[src/rtl/dot_seq_ctrl.sv]
// ---------------------------------------------------------------------------
// dot_seq_ctrl
//
// Sequencer for an external dot_nxn multiply-accumulate unit. On a start
// request it walks the term selector from 0 to arraySize-1 (asserting clear
// on the first term so the accumulator restarts), waits macLatency cycles for
// the last term to reach z, captures z into result and holds it with
// result_valid until the consumer accepts it with result_ready.
//
// Parameters
//   arraySize    : number of vector terms per dot product
//   addressWidth : selector width, 2**addressWidth >= arraySize
//   zBits        : accumulator / result width
//   macLatency   : cycles from a term on the selector to its effect on z (>= 1)
//
// Ports
//   clk          : in  clock, rising edge active
//   rst          : in  asynchronous active-high reset
//   start        : in  request one dot product (honoured in IDLE only)
//   busy         : out high whenever the FSM is not IDLE
//   selector     : out term index to dot_nxn
//   clear        : out restart accumulation with the current term
//   z            : in  accumulator output from dot_nxn
//   result       : out captured dot product
//   result_valid : out result holds a completed dot product
//   result_ready : in  consumer accepts result
// ---------------------------------------------------------------------------
module dot_seq_ctrl #(
    parameter int arraySize    = 4,
    parameter int addressWidth = 2,
    parameter int zBits        = 28,
    parameter int macLatency   = 1
) (
    input  logic                    clk,
    input  logic                    rst,
    input  logic                    start,
    output logic                    busy,
    output logic [addressWidth-1:0] selector,
    output logic                    clear,
    input  logic [zBits-1:0]        z,
    output logic [zBits-1:0]        result,
    output logic                    result_valid,
    input  logic                    result_ready
);

    // Latency counter only needs to reach macLatency-1.
    localparam int LAT_W = (macLatency > 1) ? $clog2(macLatency) : 1;

    localparam logic [addressWidth-1:0] TERM_LAST = addressWidth'(arraySize - 1);
    localparam logic [addressWidth-1:0] TERM_ZERO = addressWidth'(0);
    localparam logic [addressWidth-1:0] TERM_ONE  = addressWidth'(1);
    localparam logic [LAT_W-1:0]        LAT_LAST  = LAT_W'(macLatency - 1);
    localparam logic [LAT_W-1:0]        LAT_ZERO  = LAT_W'(0);
    localparam logic [LAT_W-1:0]        LAT_ONE   = LAT_W'(1);

    typedef enum logic [1:0] {
        IDLE  = 2'd0,
        FEED  = 2'd1,
        DRAIN = 2'd2,
        HOLD  = 2'd3
    } state_t;

    state_t                  r_state;
    logic [addressWidth-1:0] r_term;
    logic [LAT_W-1:0]        r_lat;
    logic                    r_busy;
    logic [addressWidth-1:0] r_selector;
    logic                    r_clear;
    logic [zBits-1:0]        r_result;
    logic                    r_result_valid;

    // Sequencer FSM; all outputs are registered and change together with the
    // state so that selector/clear are aligned with the FEED cycles.
    always_ff @(posedge clk or posedge rst) begin
        if (rst) begin
            r_state        <= IDLE;
            r_term         <= TERM_ZERO;
            r_lat          <= LAT_ZERO;
            r_busy         <= 1'b0;
            r_selector     <= TERM_ZERO;
            r_clear        <= 1'b0;
            r_result       <= {zBits{1'b0}};
            r_result_valid <= 1'b0;
        end else begin
            case (r_state)
                IDLE: begin
                    if (start) begin
                        r_state    <= FEED;
                        r_term     <= TERM_ZERO;
                        r_busy     <= 1'b1;
                        r_selector <= TERM_ZERO;
                        // First term restarts the accumulator.
                        r_clear    <= 1'b1;
                    end else begin
                        r_busy     <= 1'b0;
                        r_selector <= TERM_ZERO;
                        r_clear    <= 1'b0;
                    end
                end

                FEED: begin
                    r_clear <= 1'b0;
                    // Compare against the last term explicitly so a non-power
                    // of two arraySize never lets the counter run past it.
                    if (r_term == TERM_LAST) begin
                        r_state    <= DRAIN;
                        r_term     <= TERM_ZERO;
                        r_selector <= TERM_ZERO;
                        r_lat      <= LAT_ZERO;
                    end else begin
                        r_term     <= r_term + TERM_ONE;
                        r_selector <= r_term + TERM_ONE;
                    end
                end

                DRAIN: begin
                    // z reflects the last term by the final DRAIN cycle.
                    if (r_lat == LAT_LAST) begin
                        r_state        <= HOLD;
                        r_lat          <= LAT_ZERO;
                        r_result       <= z;
                        r_result_valid <= 1'b1;
                    end else begin
                        r_lat <= r_lat + LAT_ONE;
                    end
                end

                HOLD: begin
                    // start is deliberately ignored here, even alongside
                    // result_ready; the consumer re-issues it from IDLE.
                    if (result_ready) begin
                        r_state        <= IDLE;
                        r_busy         <= 1'b0;
                        r_result_valid <= 1'b0;
                    end else begin
                        r_result_valid <= 1'b1;
                    end
                end

                default: begin
                    r_state        <= IDLE;
                    r_term         <= TERM_ZERO;
                    r_lat          <= LAT_ZERO;
                    r_busy         <= 1'b0;
                    r_selector     <= TERM_ZERO;
                    r_clear        <= 1'b0;
                    r_result_valid <= 1'b0;
                end
            endcase
        end
    end

    assign busy         = r_busy;
    assign selector     = r_selector;
    assign clear        = r_clear;
    assign result       = r_result;
    assign result_valid = r_result_valid;

endmodule

[config.mk]
export PLATFORM = sky130hd
export DESIGN_NAME = dot_seq_ctrl
export DESIGN_NICKNAME = d
export VERILOG_FILES = /design/src/rtl/dot_seq_ctrl.sv
export SDC_FILE = /design/constraint.sdc
export NUM_CORES = 1
export LEC_CHECK = 0
export CAP_MARGIN = 40
export CORE_ASPECT_RATIO = 0.8
export CORE_MARGIN = 2
export CORE_UTILIZATION = 41
export CTS_BUF_LIST = sky130_fd_sc_hd__clkbuf_16
export DETAILED_ROUTE_END_ITERATION = 8
export PLACE_DENSITY = 0.87
export SLEW_MARGIN = 20
export SYNTH_ARGS = -nofsm -noshare
export SYNTH_HDL_FRONTEND = slang
export SYNTH_SLANG_ARGS = --single-unit
[constraint.sdc]
create_clock -name clk -period 2.17 [get_ports clk]
set_input_delay 0.3255 -clock clk [delete_from_list [all_inputs] [get_ports clk]]
set_output_delay 0.3255 -clock clk [all_outputs]
set_load 0.05 [all_outputs]
==> flow_summary.toml, run 1 <==
[cts]
clk_latency_ps = 270
h-tree-depth = 2
cts_hold_repair.buffers = 0
clockBufferDepth = 2
clock-sinks = 37
cts_tree = "yes"
ctsResizeCount = 0
cts_root_buf = "clkbuf_16"
post-cts-setup-buffers = 0
cts.clk_slew.worst_paths_ps = 50
cts_buffers = 5

[run]
maxCapViolations = 0

[floorplan]
start_util_pct = 43.3
die_h_um = 58.4
fp-row-count = 19
fp.dieW_um = 71.9
num_io_pins = 65
die-area_um2 = 4200
core_um2 = 3490

[worst_setup_path]
cp_slowest_cell = "clkdlybuf4s50_1"
crit_type = "flip-flop to output port"
path_buf_inv = 1
crit_start = "busy"
arrival_ps = 1470
critical_path_required_ps = 1840
rr_worst_depth = 5
path_cells = "clkdlybuf4s50_1"
endpoint_kind = "output port"
r2r-start = "r_state[1]"
slowest_delay_ps = 810
path_depth = 1
startpoint_type = "flip-flop"
cp_max_fo = 3
crit_family = "buffers and inverters"

[finish]
layout-drive-gt1-share_pct = 23.5
area_delta_synth_final_pct = 54.1
diodes = 0
num-nets-final = 208

[routing]
wire_per_inst_um = 15.0
drtAntennaViolNets = 0
drc = 0
drt_iter0_markers = 45
via_per_inst = 5.05
dr.pass1.iters = 4
wl_um = 3170
num_vias = 1070

[timing]
period_share_pct = 82.5
final.setup.tns_ps = 0
min_period_ps = 1790
whs_ps = 450
finalHoldViolCount = 0
rsz0062_at_grt = "false"
maxSlewViolCount = 0
skew_ps = 3.50
tightest_slew_ps = 530
worst_slack_ps = 379
setup_violations = 0
max_freq_ghz = 0.558
relSlewSlack_pct = 64.6

[placed_design]
place.gp.congestion = 0.690
hpwl_um = 2340
dp_slack_ps = 439
port_buffers = 64

[logic_synthesis]
syn_area_um2 = 1510
ys_warn_count = 0
synth_seq_cells = 37
synth.net_count = 138
synth_area_per_cell_um2 = 15.0
ys_types = 23
ys_seq_area_share_pct = 61.2
syn_inst = 101

[outcome]
status = "finished, final reports clean"

[global_route]
grt_pass1_wl_um = 5130
grt_max_degree = 38
overflow = 0
grt_antenna_before_repair = 0
grt_pass1_vias = 1168
grt.total_usage_pct = 16.5

[hold_path]
min_path_type = "input pin to async pin"
[synthesized netlist by cell type]
| library cell | n | area (um^2) |
|---|---|---|
| o31ai_1 | 1 | 7.51 |
| or4_1 | 1 | 7.51 |
| dfrtp_1 | 37 | 926 |
| nor2b_4 | 1 | 13.8 |
| mux2i_1 | 3 | 30.0 |
| nor3_1 | 1 | 5.00 |
| ha_1 | 5 | 62.6 |
| nor2_1 | 2 | 7.51 |
| buf_2 | 3 | 15.0 |
| and2b_1 | 1 | 7.51 |
| buf_6 | 1 | 11.3 |
| a32oi_1 | 1 | 8.76 |
| mux2_1 | 1 | 11.3 |
| mux2_2 | 28 | 315 |
| o21a_1 | 1 | 7.51 |
| nand2_1 | 2 | 7.51 |
| nor3_2 | 1 | 10.0 |
| nor2b_1 | 1 | 6.26 |
| inv_1 | 4 | 15.0 |
| a21oi_1 | 1 | 5.00 |
| o41ai_1 | 1 | 8.76 |
| a22o_2 | 1 | 10.0 |
| o21ai_0 | 3 | 15.0 |
[final timing paths]
kind | end | slack [ps]
hold / removal | result[15] | 450
setup / recovery | busy | 380
max in group asynchronous | result[6] | 1390
min in group clk | result[22] | 500
hold reg to reg | result[22] | 500
setup reg to reg | r_state[0] | 530
[flip-flops by register name (all words and copies together), names as in the netlist]
| name | cells |
|---|---|
| r_state | 2 |
| result | 28 |
| clear | 1 |
| busy | 1 |
| selector | 2 |
| r_term | 2 |
| result_valid | 1 |
[final cells by class]
cell class                      instances  area (um^2)
Clock buffer                            5          125
Sequential cell                        37          926
Multi-Input combinational cell         56          547
Timing Repair Buffer                   67          663
Inverter                                4         15.0
Clock inverter                          1         5.00
Tap cell                               42         52.6
Fill cell                             241         1160
[per-layer routing]
layer	vias to the layer above	routed length (um)	global-route usage [%]
met4	0	51	9.43
met5	-	0	0
met3	7	318	7.36
met1	522	1230	16.8
li1	491	-	-
met2	50	1570	28.6
[layout by cell type (no fill, tap or decap), types with 2 or more instances in the layout]
master / n
nor2_1: 2
ha_1: 5
buf_4: 3
inv_1: 4
clkdlybuf4s50_1: 64
mux2i_1: 3
nand2_1: 2
mux2_2: 28
o21ai_0: 3
dfrtp_1: 37
clkbuf_16: 5
[cells by family after synthesis]
family | Yosys count | synth area share (%)
AO/OA/AOI/OAI | 9 | 4.13
multiplexers | 32 | 23.6
buffers and inverters | 8 | 2.73
AND/OR/NAND/NOR | 10 | 4.30
adder cells (fa/ha/maj) | 5 | 4.13
flip-flops | 37 | 61.2
[stage by stage]
step	cells	cell area (um^2)	util, %
2_1_floorplan	101	1510	-
3_3_place_gp	206	2200	63.1
3_5_place_dp	206	2200	63.1
4_1_cts	212	2330	66.8
5_1_grt	212	2330	66.8
6_report	212	2330	66.8
[tightest hold or removal path, stage by stage]
cell,delay [ps]
clkdlybuf4s50_1,390
inv_1,50
buf_4,390
Power of run 1 is left out: the tool's default activity adds up to more than one toggle a clock period on the data nets, which glitch-free logic cannot reach.
==> run 2: changes to the inputs <==
--- a/config.mk
+++ b/config.mk
@@ -8,10 +8,10 @@
 export CAP_MARGIN = 40
 export CORE_ASPECT_RATIO = 0.8
 export CORE_MARGIN = 2
-export CORE_UTILIZATION = 41
+export CORE_UTILIZATION = 37
 export CTS_BUF_LIST = sky130_fd_sc_hd__clkbuf_16
 export DETAILED_ROUTE_END_ITERATION = 8
-export PLACE_DENSITY = 0.87
+export PLACE_DENSITY = 0.83
 export SLEW_MARGIN = 20
 export SYNTH_ARGS = -nofsm -noshare
 export SYNTH_HDL_FRONTEND = slang
==> constraint.sdc (replaced) <==
create_clock -name clk -period 1.5 [get_ports clk]
set_input_delay 0.225 -clock clk [delete_from_list [all_inputs] [get_ports clk]]
set_output_delay 0.225 -clock clk [all_outputs]
set_load 0.05 [all_outputs]
==> run 2 against run 1 <==
Effect of this change: the run now ends with negative setup slack left; non-clock buffer count increased by 13; utilization decreased by 1.4 points; sequential share of layout area decreased by 2.9 points; critical path type is now flip-flop to flip-flop.
==> flow_summary.toml, run 2 (synthesized netlist as in run 1, its figures left out) <==
[outcome]
status = "finished with violations"
violations = "negative setup slack"

[cts]
clk_latency_ps = 270
h-tree-depth = 2
cts_buffers = 5
cts_hold_repair.buffers = 0
clockBufferDepth = 2
cts_root_buf = "clkbuf_16"
cts_tree = "yes"
cts.clk_slew.worst_paths_ps = 60
clock-sinks = 37

[worst_setup_path]
crit_type = "flip-flop to flip-flop"
cp_max_fo = 3
arrival_ps = 1720
startpoint_type = "flip-flop"
endpoint_kind = "flip-flop"
critical_path_required_ps = 1660

[global_route]
grt_pass1_wl_um = 5270
grt_max_degree = 38
overflow = 0
grt_pass1_vias = 1208
grt.total_usage_pct = 15.4
grt_antenna_before_repair = 0

[finish]
diodes = 0
area_delta_synth_final_pct = 66.3
layout_common_cells = "buf_4 (42), dfrtp_1 (37), clkdlybuf4s50_1 (31)"
multi_input_area_um2 = 597
layout-drive-gt1-share_pct = 51.9
num-nets-final = 221
fillCellCount = 299
area.sequential_um2 = 926
fin_area_um2 = 2520
final_cells = 240
final_common_cell = "buf_4"
largest_register_ffs = 28

[routing]
wl_um = 3300
drtAntennaViolNets = 0
wire_per_inst_um = 13.7
dr.pass1.iters = 3
drc = 0
drt_iter0_markers = 25
num_vias = 1110
via_per_inst = 4.63

[placed_design]
dp_cells = 224
dpl-instance-area_um2 = 2210
place.gp.congestion = 0.739
hpwl_um = 2450
port_buffers = 64
dp_slack_ps = -74.7

[floorplan]
core_um2 = 3850
die_h_um = 61.2
start_util_pct = 39.3
fp.dieW_um = 75.5
die-area_um2 = 4620
num_io_pins = 65
fp-row-count = 20

[timing]
final.setup.tns_ps = -89.6
worst_slack_ps = -53.4
period_share_pct = 104
maxSlewViolCount = 0
skew_ps = 4.12
tightest_slew_ps = 249
relSlewSlack_pct = 83.2
setup_violations = 2
max_freq_ghz = 0.644
finalHoldViolCount = 0
rsz0062_at_grt = "true"
min_period_ps = 1550

[run]
maxCapViolations = 0

[hold_path]
min_path_type = "input pin to async pin"
==> run 2: critical path: stages (launching register included) <==
cell	delay [ps]
dfrtp_1	430
buf_6	140
ha_4	150
nor2b_4	130
or4_4	470
o21a_1	120
==> run 2: layout make-up <==
| class | count | share of cell area, % |
|---|---|---|
| well taps | 55 | 2.73 |
| flip-flops and latches | 37 | 36.8 |
| clock buffers | 5 | 4.97 |
| multi-input cells | 56 | 23.7 |
| clock inverters | 3 | 1.84 |
| inverters | 4 | 0.596 |
| repair buffers | 80 | 29.4 |
==> run 2: layer usage <==
layer	GRT usage (%)	wire length (um)
met2	28.2	1760
met5	0	0
met3	5.89	235
met1	17.1	1280
met4	3.76	24
==> run 2: through the flow <==
step           hold slack (ps)  utilization (%)
6_report                   299             65.3
5_1_grt                    315             65.3
4_1_cts                    299             64.3
3_5_place_dp               498             57.5
3_3_place_gp               471             57.5
2_1_floorplan              316                -
==> run 2: final timing paths <==
path	startpoint	to	slack [ps]	cells after the start
hold / removal	rst	result[12]	300	3
max in group asynchronous	rst	result[25]	1030	3
setup / recovery	r_state[0]	r_state[0]	-50	5
min in group clk	selector[0]	selector[0]	500	2
setup reg to reg	r_state[0]	r_state[0]	-50	5
hold reg to reg	selector[0]	selector[0]	500	2
==> run 2: timing repair <==
| item | in CTS | in global routing |
|---|---|---|
| buffers inserted | 7 | 1 |
| endpoints found under the setup margin | 22 | 24 |
| pin swaps | 3 | 3 |
| cloned | 0 | 0 |
| gates resized for setup | 9 | 8 |
Power of run 2 is left out for the same reason.
